<file path="config.mk">
export PLATFORM = sky130hd
export DESIGN_NAME = ldl_wrr_arb_v1
export DESIGN_NICKNAME = d
export VERILOG_FILES = /design/src/rtl/ldl_wrr_arb_v1.sv
export SDC_FILE = /design/constraint.sdc
export NUM_CORES = 1
export LEC_CHECK = 0
export BUFFER_PORTS_ARGS = -buffer_cell sky130_fd_sc_hd__buf_4
export CAP_MARGIN = 20
export CORE_AREA = 2 2 67 69
export CTS_CLUSTER_DIAMETER = 60
export DETAILED_ROUTE_END_ITERATION = 6
export DIE_AREA = 0 0 69 71
export PLACE_DENSITY = 0.86
export SYNTH_ARGS = -nofsm -noshare
export SYNTH_HDL_FRONTEND = slang
export SYNTH_SLANG_ARGS = --single-unit
</file>
<file path="constraint.sdc">
create_clock -name clk -period 4.8 [get_ports clk]
set_clock_uncertainty 0.1 [all_clocks]
set_input_delay 0.48 -clock clk [delete_from_list [all_inputs] [get_ports clk]]
set_output_delay 0.48 -clock clk [all_outputs]
set_load 0.005 [all_outputs]
</file>
<file path="src/rtl/ldl_wrr_arb_v1.sv">
`default_nettype none
// +----------------------------------------------------------------------------+
// | ldl_wrr_arb_v1 : weighted round-robin arbiter with per-packet grant lock    |
// | rev 1.0                                                                      |
// +----------------------------------------------------------------------------+
module ldl_wrr_arb_v1 #(
  parameter int BIN_WIDTH = 3,
  parameter int REQ_WIDTH = 1 << BIN_WIDTH,
  parameter int WGT_WIDTH = 4
) (
  input  logic                           clk,
  input  logic                           rst,
  input  logic [REQ_WIDTH-1:0]           req,
  input  logic [REQ_WIDTH-1:0]           last,
  input  logic [REQ_WIDTH*WGT_WIDTH-1:0] weight,
  input  logic                           ready,
  output logic                           valid,
  output logic [REQ_WIDTH-1:0]           hot,
  output logic [BIN_WIDTH-1:0]           bin,
  output logic                           lock
);

  typedef enum logic [0:0] {
    IDLE  = 1'b0,
    GRANT = 1'b1
  } state_t;

  state_t               state, state_nxt;
  logic [BIN_WIDTH-1:0] bin_q, bin_nxt;
  logic                 lock_q, lock_nxt;
  logic [WGT_WIDTH-1:0] pkt_cnt, pkt_cnt_nxt;
  logic [WGT_WIDTH-1:0] wgt_q, wgt_nxt;

  logic                 found;
  logic [BIN_WIDTH-1:0] pick;
  logic [BIN_WIDTH-1:0] idx;
  logic [WGT_WIDTH-1:0] pick_wgt;
  logic [WGT_WIDTH-1:0] pick_eff;
  logic                 acc;
  logic                 pkt_end;
  logic                 stay;

  // Search starts just after the current bin; the current bin is visited last.
  always_comb begin
    found = 1'b0;
    pick  = bin_q;
    idx   = '0;
    for (int i = 1; i <= REQ_WIDTH; i++) begin
      idx = bin_q + BIN_WIDTH'(i);
      if (!found && req[idx]) begin
        found = 1'b1;
        pick  = idx;
      end
    end
  end

  assign pick_wgt = weight[int'(pick)*WGT_WIDTH +: WGT_WIDTH];
  assign pick_eff = (pick_wgt == '0) ? WGT_WIDTH'(1) : pick_wgt;

  assign acc     = (state == GRANT) && ready;
  assign pkt_end = acc && last[bin_q];
  assign stay    = (({1'b0, pkt_cnt} + (WGT_WIDTH+1)'(1)) < {1'b0, wgt_q}) && req[bin_q];

  always_ff @(posedge clk) begin
    if (rst) begin
      state   <= IDLE;
      bin_q   <= '0;
      lock_q  <= 1'b0;
      pkt_cnt <= '0;
      wgt_q   <= WGT_WIDTH'(1);
    end else begin
      state   <= state_nxt;
      bin_q   <= bin_nxt;
      lock_q  <= lock_nxt;
      pkt_cnt <= pkt_cnt_nxt;
      wgt_q   <= wgt_nxt;
    end
  end

  always_comb begin
    state_nxt   = state;
    bin_nxt     = bin_q;
    lock_nxt    = lock_q;
    pkt_cnt_nxt = pkt_cnt;
    wgt_nxt     = wgt_q;
    case (state)
      IDLE: begin
        if (found) begin
          state_nxt   = GRANT;
          bin_nxt     = pick;
          pkt_cnt_nxt = '0;
          wgt_nxt     = pick_eff;
          lock_nxt    = 1'b0;
        end
      end
      GRANT: begin
        if (acc && !pkt_end) begin
          lock_nxt = 1'b1;
        end else if (pkt_end) begin
          lock_nxt = 1'b0;
          if (stay) begin
            pkt_cnt_nxt = pkt_cnt + WGT_WIDTH'(1);
          end else if (found) begin
            bin_nxt     = pick;
            pkt_cnt_nxt = '0;
            wgt_nxt     = pick_eff;
          end else begin
            state_nxt = IDLE;
          end
        end
      end
      default: state_nxt = IDLE;
    endcase
  end

  assign valid = (state == GRANT);
  assign bin   = bin_q;
  assign lock  = lock_q;

  generate
    for (genvar g = 0; g < REQ_WIDTH; g++) begin : g_hot
      assign hot[g] = valid && (bin_q == BIN_WIDTH'(g));
    end
  endgenerate

endmodule
`default_nettype wire
</file>
# After elaboration in Yosys (flattened, before gate mapping)
# Cells that the tools add are included.
# op_classes
magnitude_cmp	9
n_shift	1
addsub	9
n_mux	59
eq_ne	12
bitwise_logic	1
reduce_logical	32
# op_table
cell	n
$mux W3	12
$mux W4	9
$lt A3 B4 Y1 const B	8
$shiftx A32 B6 Y4	1
$bmux W1 S3	9
$mux W1	24
$logic_and A1 B1 Y1	19
$pmux W4 S2	2
$add A3 B3 Y3 const B	4
$eq A3 B3 Y1 const B	4
$logic_not A1 Y1	8
$add A3 B2 Y3 const B	2
$eq A3 B2 Y1 const B	2
$ne A2 B2 Y1 const B	3
$pmux W3 S2	1
$add A4 B1 Y5 const B	1
$lt A5 B4 Y1	1
$add A4 B1 Y4 const B	1
$logic_not A4 Y1	1
$pmux W1 S2	2
$reduce_and A2 Y1	2
$add A3 B1 Y3 const B	1
$eq A3 B1 Y1 const B	1
$logic_not A3 Y1	1
4 further kinds	4
# totals
output_inout_bits	13
wordCells	128
register_bits	13
inputBits	51

# Logic depth before layout (Yosys ltp)
# depth
word_depth	33
mapped_depth	15
mapped_depth_nobuf	12

# Worst setup path after synthesis
# No wires, ideal clock.
# synth_path
path_kind	register to register
from	reg bin_q[1] (netlist: bin[1])
to	reg wgt_q[0]
t_arrival_ns	4.070
slack_ns	0.566
stages_incl_launch_ff	14
n_path_buf	2
period_less_slack_ns	4.234
required_time_ns	4.636
setup_ns	0.064
cell_sequence	dfxtp_1 -> buf_6 -> clkinv_1 -> ha_1 -> buf_2 -> mux4_2 -> mux2i_1 -> nand2b_1 -> a211oi_1 -> o31a_1 -> o32ai_2 -> mux4_1 -> or4_1 -> nand4_1
# synth_between
elab_chain_cells	33
word_cells_on_any_way	71
classes_between	7 x add/sub; 3 x eq/ne; 1 x shift; 40 x mux; 20 x reduce/logical
# synth_lines
item	line	rtl
start: declaration	29	logic [BIN_WIDTH-1:0] bin_q, bin_nxt;
start signal: assignment	73	bin_q <= bin_nxt;
$add A3 B1 Y3	49	idx = bin_q + BIN_WIDTH'(i);
$bmux W1 S3	50	if (!found && req[idx]) begin
$mux W1 (not written as such)	50	
$mux W1	50	
$logic_not A1 Y1	50	
$logic_and A1 B1 Y1	50	
$mux W1	50	
$logic_not A1 Y1	50	
[17 not listed]	-	
$shiftx A32 B6 Y4	57	assign pick_wgt = weight[int'(pick)*WGT_WIDTH +: WGT_WIDTH];
$logic_not A4 Y1	58	assign pick_eff = (pick_wgt == '0) ? WGT_WIDTH'(1) : pick_wgt;
$mux W4	58	
$mux W4	88, 103	
$mux W4	101	if (stay) begin
$mux W4	99	end else if (pkt_end) begin
$mux W4	97	if (acc && !pkt_end) begin
$pmux W4 S2	86	case (state)
end signal: assignment	76	wgt_q <= wgt_nxt;
end: declaration	32	logic [WGT_WIDTH-1:0] wgt_q, wgt_nxt;
# Several ways; a longest one is shown, not always the timed one. The select of a mux whose other input is x is not followed.
# A chain may end at the register's enable or synchronous reset.

# Final worst setup path
# layout_path
from	reg bin_q[0] (netlist: bin[0])
to	reg wgt_q[0]
# Same word-level chain as after synthesis.

==> results.md <==
Logic synthesis:
- The number of nets produced by synthesis is 294.
- The synthesized design spends more area on one cell type than any other, namely sky130_fd_sc_hd__mux4_2.
- The average cell area after synthesis is 9.14 sq um.
- The count of unique library cells instantiated by Yosys is 54.
- Ranked by total cell area, the synthesized netlist is headed by sky130_fd_sc_hd__mux4_2 (22%), sky130_fd_sc_hd__dfxtp_1 (12%), sky130_fd_sc_hd__ha_1 (7.1%).
- The cell count after synthesis is 231.
- The fraction of synthesis flops using an asynchronous set or reset pin is 0%.
- Summing every instance area after synthesis gives 2110 sq um.
- The warning count from the yosys run is 0.
- The synthesized design contains 13 register bits.
- In the synthesized netlist the dominant register cell turns out to be sky130_fd_sc_hd__dfxtp_1.
- The number of enable-type register cells in the synthesized netlist is 0.
- The top cell type's share of synthesized area is 22.4%.
- Of the synthesized area, sequential elements account for 12.3%.

Place:
- The placer's final routability congestion estimate is 0.930.
- Buffers placed on the I/O ports in this run total 63.
- The wire-length estimate of the detail-placed layout is 4580 um.
- OpenSTA, run right after detailed placement, puts the worst setup slack at 0.416 ns.

Clock network:
- The cell sitting at the root of the clock tree is a sky130_fd_sc_hd__clkbuf_8.
- The number of gates given a new drive strength after cts is 0.
- TritonCTS created 3 clock buffers.
- After clock tree synthesis, the setup repair step added 0 buffers.
- Clock tree synthesis found a total of 13 sinks.
- The source-to-sink clock delay at the later pin of the worst-skew pair is 0.24 ns.
- TritonCTS built the clock tree.
- In this run the number of H-tree levels came out at 1.
- After clock tree synthesis, the flow added hold-fix buffers numbering 0.
- The number of buffers on the longest clock path is 2.
- The clock-pin slew on the worst setup and hold paths is 0.06 ns.

Setup path:
- The type of destination of the critical path is a flip-flop.
- In this run the critical register-to-register path is captured at wgt_q[0].
- The maximum single-stage delay on the critical path is 0.66 ns.
- Data on the critical path is required at its endpoint by 4.88 ns.
- The signal on the critical path passes through inv_1 -> ha_1 -> mux4_2 -> mux2i_1 -> nand2b_1 -> a211oi_1 -> o31a_1 -> o32ai_2 -> buf_4 -> mux4_2 -> or4_1 -> nand4_1.
- The critical path in this run is classified as flip-flop to flip-flop.
- At the worst endpoint, the arrival time is 4.58 ns.
- The cell family contributing the most delay on the critical path is multiplexers.
- The critical path contains buffers and inverters numbering 2 combined.
- The number of cells traversed by the worst register-to-register path is 12.
- The minimum setup slack among reg-to-reg paths is 0.30 ns.
- The most numerous cell type found on the critical path is sky130_fd_sc_hd__mux4_2.
- The sort of element at the start of the critical path is a flip-flop.
- Among all stages on the critical path, the largest delay is contributed by sky130_fd_sc_hd__ha_1.
- The launch instance of the worst register-to-register path is bin[0].
- The worst-path maximum fanout is 13.

Global route:
- The first-pass GRT wire length is 9490 um.
- Global routing used 23.0% of the available tracks.
- The largest net degree at the start of global routing is 21.
- The number of global-route vias before repair is 2,139.
- For this run the aggregate overflow at the end of global routing stands at 0.
- The initial antenna violation count was 0.

Floorplanning:
- The overall die height is 71 um.
- The width of the die is 69 um.
- The initial standard-cell utilization of the core is 50.2%.
- 64 I/O pins were placed.
- The die area is 4900 sq um.
- The core box area is 4200 sq um.
- Row generation in the floorplan step produced 24 rows.

Timing:
- The final-layout setup total negative slack is 0 ns.
- At the pin with the least slew margin, the transition time is 0.640 ns.
- The worst slew slack as a fraction of its limit is 57.0%.
- The final worst slack is 0.297 ns.
- Static timing analysis puts the maximum clock frequency at 222 MHz.
- The shortest period the worst path allows is 4.50 ns.
- The part of the cycle the worst path needs is 93.8%.
- Setup repair after global routing left no endpoint under its margin.
- Setup violations remaining at the end of the flow were counted as 0.
- The hold violation total from the final report was 0.
- The total count of max-transition violations in the final report is 0.

Final layout:
- The number of inserted diodes is 0.
- The share of cells above drive strength 1 is 37.9%.
- From synthesis to final layout, the design area changed by 27.1%.
- The share of the core filled with cells is 63.8%.
- At the end of the flow, the number of nets in the layout was 357.
- Counting the fill cells in the layout gives 359.

Hold path:
- The capture endpoint of the worst hold path is wgt_q[0].
- The worst hold path depth is 2.
- The type of the worst min-delay path is flip-flop to flip-flop.
- The hold path startpoint is wgt_q[0].

Routing:
- Before antenna repair, the detailed router went through 4 iterations.
- For this block, the initial DRC count from the detailed router was 127.
- After detailed routing, the total wire length is 5810 um.
- The final routed DRC violation total is 0.
- The via count is 2,170.
- The remaining antenna violation count after routing is 0.
- Dividing the detail-routed via count by the number of cells gives 6.29.
- In the final routed layout, each cell accounts on average for 16.8 um.

Pwr:
- The power density over the cells is 832 nW/um^2.
- The leakage power of the design is 1.16 nW.
- The worst supply voltage drop on vdd is 0.000347 V.

Status:
- The flow ran to the end, and the final reports show no timing, DRC or antenna violations.

Job:
- Max-cap violations in this run came to 0.
[layout make-up]
cell class                 count  area, sq um  area share (%)
clock buffer                   4         45.0            1.68
tap                           52         65.1            2.43
timing repair buffer          71          533            19.9
inverter                      11         41.3            1.54
multi-input combinational    194         1740            64.8
sequential                    13          260            9.70
[cells in the final DEF (no fill, tap or decap), types with 2 or more instances in the layout]
| master | n |
|---|---|
| sky130_fd_sc_hd__mux2_2 | 9 |
| sky130_fd_sc_hd__nand2_1 | 21 |
| sky130_fd_sc_hd__mux2i_1 | 8 |
| sky130_fd_sc_hd__clkbuf_8 | 3 |
| sky130_fd_sc_hd__a21oi_1 | 13 |
| sky130_fd_sc_hd__o31ai_1 | 2 |
| sky130_fd_sc_hd__a22oi_1 | 3 |
| sky130_fd_sc_hd__or4_1 | 2 |
| sky130_fd_sc_hd__nand3_1 | 5 |
| sky130_fd_sc_hd__nor2b_1 | 3 |
| sky130_fd_sc_hd__a22o_1 | 2 |
| sky130_fd_sc_hd__inv_1 | 10 |
| sky130_fd_sc_hd__and3_1 | 3 |
| sky130_fd_sc_hd__a31oi_1 | 2 |
| sky130_fd_sc_hd__a211oi_2 | 2 |
| sky130_fd_sc_hd__ha_1 | 12 |
| sky130_fd_sc_hd__dfxtp_1 | 13 |
| sky130_fd_sc_hd__xnor2_1 | 4 |
| sky130_fd_sc_hd__nand2b_1 | 4 |
| sky130_fd_sc_hd__a211o_1 | 2 |
| sky130_fd_sc_hd__mux4_1 | 2 |
| sky130_fd_sc_hd__o21ai_0 | 7 |
| sky130_fd_sc_hd__nor2_1 | 18 |
| sky130_fd_sc_hd__xor2_1 | 2 |
| sky130_fd_sc_hd__or3_1 | 2 |
| sky130_fd_sc_hd__o311a_1 | 2 |
| sky130_fd_sc_hd__nor3_1 | 6 |
| sky130_fd_sc_hd__a211oi_1 | 9 |
| sky130_fd_sc_hd__buf_4 | 71 |
| sky130_fd_sc_hd__and2_1 | 8 |
| sky130_fd_sc_hd__mux4_2 | 21 |
[worst max-delay path by stage]
stage                       from        to  slack (ns)  depth (start not counted)
after detailed placement  bin[0]  wgt_q[0]        0.42                         12
after global placement    bin[0]  wgt_q[0]        0.61                         12
final                     bin[0]  wgt_q[0]        0.30                         12
after CTS                 bin[0]  wgt_q[0]        0.39                         12
after floorplan           bin[1]  wgt_q[0]        0.57                         13
after global routing      bin[0]  wgt_q[0]        0.09                         12
[flip-flops by register name, summed over array words and instances (netlist names)]
register / flops
valid: 1
lock: 1
pkt_cnt: 4
wgt_q: 4
bin: 3
[routing by layer]
layer	GRT usage (%)	vias up	part of all wire [%]
met2	42.8	89	53
met4	7.19	0	1.1
met1	27.3	1060	39
met5	0	-	0
met3	3.42	8	7.0
li1	-	1013	-
[Yosys cell counts (2+ instances only)]
| cell | instances |
|---|---|
| sky130_fd_sc_hd__a22oi_1 | 3 |
| sky130_fd_sc_hd__a211oi_1 | 9 |
| sky130_fd_sc_hd__nor3_1 | 6 |
| sky130_fd_sc_hd__a22o_1 | 2 |
| sky130_fd_sc_hd__nor2b_1 | 3 |
| sky130_fd_sc_hd__buf_2 | 6 |
| sky130_fd_sc_hd__mux2i_1 | 8 |
| sky130_fd_sc_hd__clkbuf_1 | 4 |
| sky130_fd_sc_hd__a211oi_2 | 2 |
| sky130_fd_sc_hd__nand3_1 | 5 |
| sky130_fd_sc_hd__a31oi_1 | 2 |
| sky130_fd_sc_hd__o311a_1 | 2 |
| sky130_fd_sc_hd__xor2_1 | 2 |
| sky130_fd_sc_hd__mux2_2 | 9 |
| sky130_fd_sc_hd__o31ai_1 | 2 |
| sky130_fd_sc_hd__buf_4 | 2 |
| sky130_fd_sc_hd__dfxtp_1 | 13 |
| sky130_fd_sc_hd__or3_1 | 2 |
| sky130_fd_sc_hd__mux4_1 | 2 |
| sky130_fd_sc_hd__and2_1 | 8 |
| sky130_fd_sc_hd__a211o_1 | 2 |
| sky130_fd_sc_hd__ha_1 | 12 |
| sky130_fd_sc_hd__nand2b_1 | 4 |
| sky130_fd_sc_hd__a21oi_1 | 13 |
| sky130_fd_sc_hd__or4_1 | 2 |
| sky130_fd_sc_hd__nand2_1 | 21 |
| sky130_fd_sc_hd__o21ai_0 | 7 |
| sky130_fd_sc_hd__and3_1 | 3 |
| sky130_fd_sc_hd__inv_1 | 10 |
| sky130_fd_sc_hd__xnor2_1 | 4 |
| sky130_fd_sc_hd__mux4_2 | 21 |
| sky130_fd_sc_hd__nor2_1 | 18 |
[report_power, final]
part | switching [mW] | internal, mW | leakage, nW
Sequential | 0.0255 | 0.137 | 0.107
Clock | 0.0397 | 0.0586 | 0.0228
Combinational | 0.999 | 0.971 | 1.03
Total | 1.06 | 1.17 | 1.16
[per-stage QoR]
stage / power (mW) / area [sq um] / hold WS [ns] / cells
floorplan: 1.69 / 2110 / 0.329 / 231
global placement: 2.04 / 2640 / 0.359 / 341
detailed placement: 2.11 / 2640 / 0.360 / 341
CTS: 2.21 / 2680 / 0.376 / 345
global route: 2.41 / 2680 / 0.394 / 345
finish: 2.23 / 2680 / 0.381 / 345
[worst register-to-register path: cells and delay by family, from the launching register on]
family                     cells  cell delay (ns)
AOI/OAI and AO/OA              3             0.67
adders and majority gates      1             0.66
buffers and inverters          2             0.48
DFF                            1             0.49
muxes                          3             1.27
and+or+nand+nor                3             0.78
[logic make-up after synthesis]
family	count (synthesis)	share of synthesized area [%]
simple gates	79	18.7
compound gates	55	18.8
mux	42	35.3
buf+inv	24	5.33
flops	13	12.3
fa+ha+maj	12	7.11
xor+xnor	6	2.49
No activity file was read; power rests on OpenSTA's default activity.
